--- config.mk ---
export PLATFORM = sky130hd
export DESIGN_NAME = mmio_uart_tx
export DESIGN_NICKNAME = d
export VERILOG_FILES = /design/src/rtl/mmio_uart_tx.sv
export SDC_FILE = /design/constraint.sdc
export NUM_CORES = 1
export LEC_CHECK = 0
export ABC_AREA = 1
export ABC_CLOCK_PERIOD_IN_PS = 2700
export BUFFER_PORTS_ARGS = -buffer_cell sky130_fd_sc_hd__buf_2
export CAP_MARGIN = 20
export CORE_ASPECT_RATIO = 0.9
export CORE_UTILIZATION = 57
export CTS_CLUSTER_DIAMETER = 30
export DETAILED_ROUTE_END_ITERATION = 8
export GPL_TIMING_DRIVEN = 0
export PLACE_DENSITY = 0.8
export SLEW_MARGIN = 20
export SYNTH_ARGS = -nofsm -noshare
export SYNTH_HDL_FRONTEND = slang
export SYNTH_SLANG_ARGS = --single-unit
--- constraint.sdc ---
create_clock -name clk -period 2.7 [get_ports clk]
set_input_delay 0.27 -clock clk [delete_from_list [all_inputs] [get_ports clk]]
set_output_delay 0.27 -clock clk [all_outputs]
set_load 0.1 [all_outputs]
--- src/rtl/mmio_uart_tx.sv ---
// rtl/mmio_uart_tx.sv - memory-mapped 8N1 UART transmitter with TX FIFO
module mmio_uart_tx #(
  parameter logic [31:0] BASE_ADDR   = 32'h0000_FF00,
  parameter int          FIFO_DEPTH  = 8,
  parameter logic [15:0] DEFAULT_DIV = 16'd433
) (
  input  logic        clk,
  input  logic        reset,
  input  logic        MemWrite,
  input  logic [31:0] ALUResult,
  input  logic [31:0] WriteData,
  input  logic [3:0]  byteEnable,
  output logic [31:0] ReadData,
  output logic        sel,
  output logic        tx,
  output logic        irq
);
  localparam int AW = $clog2(FIFO_DEPTH);
  localparam int CW = AW + 1;

  localparam logic [1:0] S_IDLE  = 2'd0;
  localparam logic [1:0] S_START = 2'd1;
  localparam logic [1:0] S_DATA  = 2'd2;
  localparam logic [1:0] S_STOP  = 2'd3;

  logic [7:0]    r_mem [FIFO_DEPTH];
  logic [AW-1:0] r_wr_ptr;
  logic [AW-1:0] r_rd_ptr;
  logic [CW-1:0] r_count;
  logic          r_ovf;
  logic [15:0]   r_div;
  logic [1:0]    r_ctrl;
  logic [1:0]    r_state;
  logic [15:0]   r_timer;
  logic [2:0]    r_bit_idx;
  logic [7:0]    r_shift;

  logic       w_wr;
  logic       w_push;
  logic       w_pop;
  logic       w_accept;
  logic       w_full;
  logic       w_empty;
  logic       w_busy;
  logic       w_bit_end;
  logic [1:0] w_off;
  logic [4:0] w_count5;
  logic       w_unused;

  assign sel       = (ALUResult[31:4] == BASE_ADDR[31:4]);
  assign w_off     = ALUResult[3:2];
  assign w_wr      = MemWrite & sel;
  assign w_push    = w_wr & (w_off == 2'd0) & byteEnable[0];
  assign w_full    = (r_count == CW'(FIFO_DEPTH));
  assign w_empty   = (r_count == '0);
  assign w_busy    = (r_state != S_IDLE);
  assign w_bit_end = (r_timer == 16'd0);
  assign w_count5  = 5'(r_count);
  assign w_unused  = &{1'b0, ALUResult[1:0], WriteData[31:16], byteEnable[3:2]};

  // Pops happen from IDLE or on the last clock of STOP, giving gapless frames.
  assign w_pop    = r_ctrl[0] & ~w_empty &
                    ((r_state == S_IDLE) | ((r_state == S_STOP) & w_bit_end));
  // A push into a full FIFO survives when the head leaves on the same edge.
  assign w_accept = w_push & (~w_full | w_pop);

  always_ff @(posedge clk) begin
    if (w_accept) r_mem[r_wr_ptr] <= WriteData[7:0];
  end

  always_ff @(posedge clk) begin
    if (!reset) begin
      r_wr_ptr <= '0;
      r_rd_ptr <= '0;
      r_count  <= '0;
      r_ovf    <= 1'b0;
    end else begin
      if (w_accept) r_wr_ptr <= r_wr_ptr + AW'(1);
      if (w_pop)    r_rd_ptr <= r_rd_ptr + AW'(1);
      if (w_accept & ~w_pop)      r_count <= r_count + CW'(1);
      else if (~w_accept & w_pop) r_count <= r_count - CW'(1);
      if (w_wr & (w_off == 2'd1) & byteEnable[0] & WriteData[3]) r_ovf <= 1'b0;
      else if (w_push & ~w_accept)                              r_ovf <= 1'b1;
    end
  end

  always_ff @(posedge clk) begin
    if (!reset) begin
      r_div  <= DEFAULT_DIV;
      r_ctrl <= 2'b01;
    end else if (w_wr) begin
      if (w_off == 2'd2) begin
        if (byteEnable[0]) r_div[7:0]  <= WriteData[7:0];
        if (byteEnable[1]) r_div[15:8] <= WriteData[15:8];
      end
      if ((w_off == 2'd3) && byteEnable[0]) r_ctrl <= WriteData[1:0];
    end
  end

  // The timer reloads from DIV at every bit boundary, so DIV edits apply next bit.
  always_ff @(posedge clk) begin
    if (!reset) begin
      r_state   <= S_IDLE;
      r_timer   <= '0;
      r_bit_idx <= '0;
      r_shift   <= '0;
    end else begin
      case (r_state)
        S_IDLE: begin
          if (w_pop) begin
            r_shift <= r_mem[r_rd_ptr];
            r_timer <= r_div;
            r_state <= S_START;
          end
        end
        S_START: begin
          if (w_bit_end) begin
            r_timer   <= r_div;
            r_bit_idx <= '0;
            r_state   <= S_DATA;
          end else begin
            r_timer <= r_timer - 16'd1;
          end
        end
        S_DATA: begin
          if (w_bit_end) begin
            r_timer <= r_div;
            r_shift <= {1'b0, r_shift[7:1]};
            if (r_bit_idx == 3'd7) r_state <= S_STOP;
            else                   r_bit_idx <= r_bit_idx + 3'd1;
          end else begin
            r_timer <= r_timer - 16'd1;
          end
        end
        S_STOP: begin
          if (w_bit_end) begin
            if (w_pop) begin
              r_shift <= r_mem[r_rd_ptr];
              r_timer <= r_div;
              r_state <= S_START;
            end else begin
              r_state <= S_IDLE;
            end
          end else begin
            r_timer <= r_timer - 16'd1;
          end
        end
        default: r_state <= S_IDLE;
      endcase
    end
  end

  always_comb begin
    tx = 1'b1;
    case (r_state)
      S_START: tx = 1'b0;
      S_DATA:  tx = r_shift[0];
      default: tx = 1'b1;
    endcase
  end

  assign irq = r_ctrl[1] & w_empty & ~w_busy;

  always_comb begin
    ReadData = '0;
    if (sel) begin
      case (w_off)
        2'd1:    ReadData = {23'd0, w_count5, r_ovf, w_empty, w_full, w_busy};
        2'd2:    ReadData = {16'd0, r_div};
        2'd3:    ReadData = {30'd0, r_ctrl};
        default: ReadData = '0;
      endcase
    end
  end

endmodule

==> key figures <==
Setup path
  – CP Class: reg -> reg
  – Worst setup SP type: register
  – CP max FO: 10
  – Worst EP required: 3.01 ns
  – Worst Path Arrival: 2.83 ns
  – CP Capture Type: register

Timing
  – Max Slew Vio Count: 0
  – Fin crit period: 2.52 ns
  – Slew margin rel.: 0.467
  – Final period util: 0.935
  – Worst-Margin Slew: 0.796 ns
  – Fmax: 396 MHz
  – Worst Slack Setup Final: 0.177 ns
  – Setup_tns: 0 ns
  – Final worst clock skew: 0.00637 ns
  – Final hold vios: 0
  – Setup-failing EPs final: 0

Clock network
  – Clk pin slew, worst setup/hold paths: 0.05 ns
  – CTS H-tree lvls: 4
  – TritonCTS sink count: 125
  – Clk root buf: clkbuf_16
  – CTS buffer count: 17
  – Worst skew pair latency: 0.42 ns
  – CTS hold repair buffers: 0
  – Clock buffer depth: 2
  – CTS tree: yes

Pwr
  – Net Sw Frac: 0.430
  – PwrDens: 1040 nW/µm²
  – Clk pwr share: 0.243
  – Logic pwr share: 0.470
  – VDD IR max: 0.000548 V
  – Int Pwr: 0.00489 W
  – Flop pwr share: 0.287
  – Psw: 0.00369 W
  – Pleak: 3.46 nW

Cells and area
  – Layout Nets: 1,044
  – # diodes: 0
  – Synthesis-to-layout area growth: 22.2%
  – Design area: 8210 µm²
  – Layout cells sized above 1: 0.228

Place
  – Post-DP HPWL: 12,300 µm
  – Gpl congestion: 0.893
  – Pre-CTS WS: -0.0792 ns
  – Placed Area: 7490 µm²
  – # port buffers: 69

Die
  – Die width: 116 µm
  – Core Box Area: 11,400 µm²
  – Die area: 12,200 µm²
  – Row count: 37
  – IO Count: 106
  – Initial Util: 0.588
  – Die Y: 105 µm

Yosys
  – Mean Syn Cell Area: 7.94 µm²
  – Fraction of registers with async set/reset: 0
  – Synthesis Warnings: 0
  – Yosys cell types: 45
  – Synth Instances: 846
  – Sequential fraction of the synthesis area: 0.468
  – Area of the mapped netlist: 6720 µm²
  – Number of synthesized flops with an enable pin: 64
  – FF+latch count, synth: 125
  – Dominant synthesized flop cell: edfxtp_1

Flow run
  – Max_cap viols: 0

Detailed routing
  – Routed Antenna Nets: 0
  – Post-Route WL: 17,600 µm
  – Total number of vias: 6,328
  – DR pass1 iterations: 6
  – Via-per-instance ratio: 5.61
  – WL/cell: 15.6 µm
  – # DRC: 0
  – DRT iter0 DRCs: 678

GRT
  – Largest net degree at the start of global routing: 17
  – First-pass GRT wire length: 28,100 µm
  – Antenna violations before repair: 0
  – Gr usage total: 0.303
  – GRT overflow: 0
  – Vias in the first global route: 5,746

Min path
  – Worst hold path type: in -> reg

Run status
  – Outcome: complete, no violations
[Yosys cell counts, types with 4 or more instances]
| library cell | instances | share of area |
|---|---|---|
| a21oi_1 | 59 | 0.044 |
| buf_2 | 10 | 0.0074 |
| buf_4 | 18 | 0.020 |
| buf_6 | 5 | 0.0084 |
| clkbuf_1 | 13 | 0.0073 |
| dfxtp_1 | 61 | 0.18 |
| edfxtp_1 | 64 | 0.29 |
| ha_1 | 14 | 0.026 |
| inv_1 | 79 | 0.044 |
| nand2_1 | 171 | 0.096 |
| nand2_4 | 5 | 0.0084 |
| nand3_1 | 88 | 0.066 |
| nor2_1 | 108 | 0.060 |
| nor2_2 | 6 | 0.0056 |
| nor2_4 | 4 | 0.0067 |
| nor3_1 | 16 | 0.012 |
| o21ai_0 | 56 | 0.042 |
| o21ai_1 | 9 | 0.0067 |
| o22ai_1 | 10 | 0.0093 |
| or2_2 | 7 | 0.0065 |
| xor2_1 | 6 | 0.0078 |
[power groups by stage]
stage | clock network (W) | registers, W | logic (W)
3_3_place_gp | 0 | 0.00244 | 0.00357
4_1_cts | 0.00207 | 0.00241 | 0.00372
5_1_grt | 0.00217 | 0.00249 | 0.00443
2_1_floorplan | 0 | 0.00239 | 0.00286
3_5_place_dp | 0 | 0.00244 | 0.00364
6_report | 0.00208 | 0.00246 | 0.00403
[layout by cell type, fill, tap and decap left out, types with 4 or more instances in the layout]
cell        Yosys  final
nor2_4          4     16
nor2_2          6      5
buf_4          18     27
ha_4            0      4
or2_2           7      7
nor3_1         16      9
a21oi_4         1      6
nor2_1        108     97
a21oi_1        59     53
clkbuf_1       13     17
nand2_4         5      4
xor2_1          6      6
inv_1          79     75
conb_1          1     16
nand2_2         3      4
edfxtp_1       64     64
nand2_1       171    169
clkbuf_16       0     17
o22ai_1        10     10
buf_2          10     79
dfxtp_2         0      9
o21ai_0        56     53
ha_1           14     10
clkinvlp_4      0      4
inv_2           2      5
nand3_1        88     88
nor3_2          1      8
buf_6           5      4
o21ai_1         9     12
dfxtp_1        61     52
[layout make-up]
cell class	count	area (µm²)
multi-input combinational	603	3280
fill	886	3230
sequential	125	3150
clock buffer	22	444
timing repair buffer	78	413
inverter	86	333
buffer	47	299
tap	156	195
clock inverter	10	92.6
[logic make-up (layout without fill, tap and decap cells)]
family	Yosys count	in the layout	share of synthesized area
xor gates and xnor gates	7	7	0.00912
AOI/OAI and AO/OA	144	144	0.115
buffers and inverters	133	243	0.0924
and+or+nand+nor	421	421	0.286
DFF	125	125	0.468
other	1	16	0.000558
adders and majority gates	15	15	0.0291
[flip-flops by register name (all words and copies together), names as in the netlist, named ones only]
signal,flops
r_mem,64
r_div,16
r_timer,16
r_shift,8
r_count,4
r_bit_idx,3
r_rd_ptr,3
r_wr_ptr,3
r_ctrl,2
r_state,2
r_ovf,1
[layer usage]
| metal | track usage | routed length [µm] | part of all wire |
|---|---|---|---|
| met1 | 0.420 | 7420 | 0.42 |
| met2 | 0.455 | 7810 | 0.44 |
| met3 | 0.0777 | 1880 | 0.11 |
| met4 | 0.106 | 507 | 0.029 |
| met5 | 0 | 0 | 0 |
[timing repair]
item / CTS / global route
endpoints found under the setup margin: 17 / 1
gates cloned: 0 / 0
resized for setup: 6 / 25
pin swaps: 0 / 13
buffers inserted: 0 / 9
[final timing paths]
check	start	endpoint	slack (ns)	cells past startpoint
worst max-delay path	r_timer[0]	r_count[3]	0.18	19
worst min-delay path	WriteData[8]	r_div[8]	0.08	3
worst max register to register	r_timer[0]	r_count[3]	0.18	19
worst min register to register	r_ovf	r_ovf	0.46	2
[critical path, cell delays in order (launching register included)]
cell	delay [ns]
dfxtp_1	0.31
inv_2	0.10
ha_4	0.15
nand2_1	0.08
nor2_4	0.13
nand3_2	0.11
nand2_4	0.11
nand2_8	0.09
buf_8	0.17
ha_4	0.17
inv_4	0.08
ha_4	0.19
nand2_1	0.06
nand2_1	0.06
a21oi_2	0.15
nor2_1	0.07
nor2_1	0.10
nand2_1	0.10
o21ai_1	0.13
a21oi_1	0.05
[through the flow]
step | cells | power [W] | hold slack [ns] | util
global placement | 1086 | 0.00601 | 0.446 | 0.653
detailed placement | 1086 | 0.00609 | 0.446 | 0.655
floorplan | 861 | 0.00525 | 0.369 | -
global route | 1127 | 0.00908 | 0.0832 | 0.718
finish | 1127 | 0.00857 | 0.0785 | 0.718
CTS | 1118 | 0.00820 | 0.0780 | 0.704
Note: power is estimated with default switching activity, not from simulation.
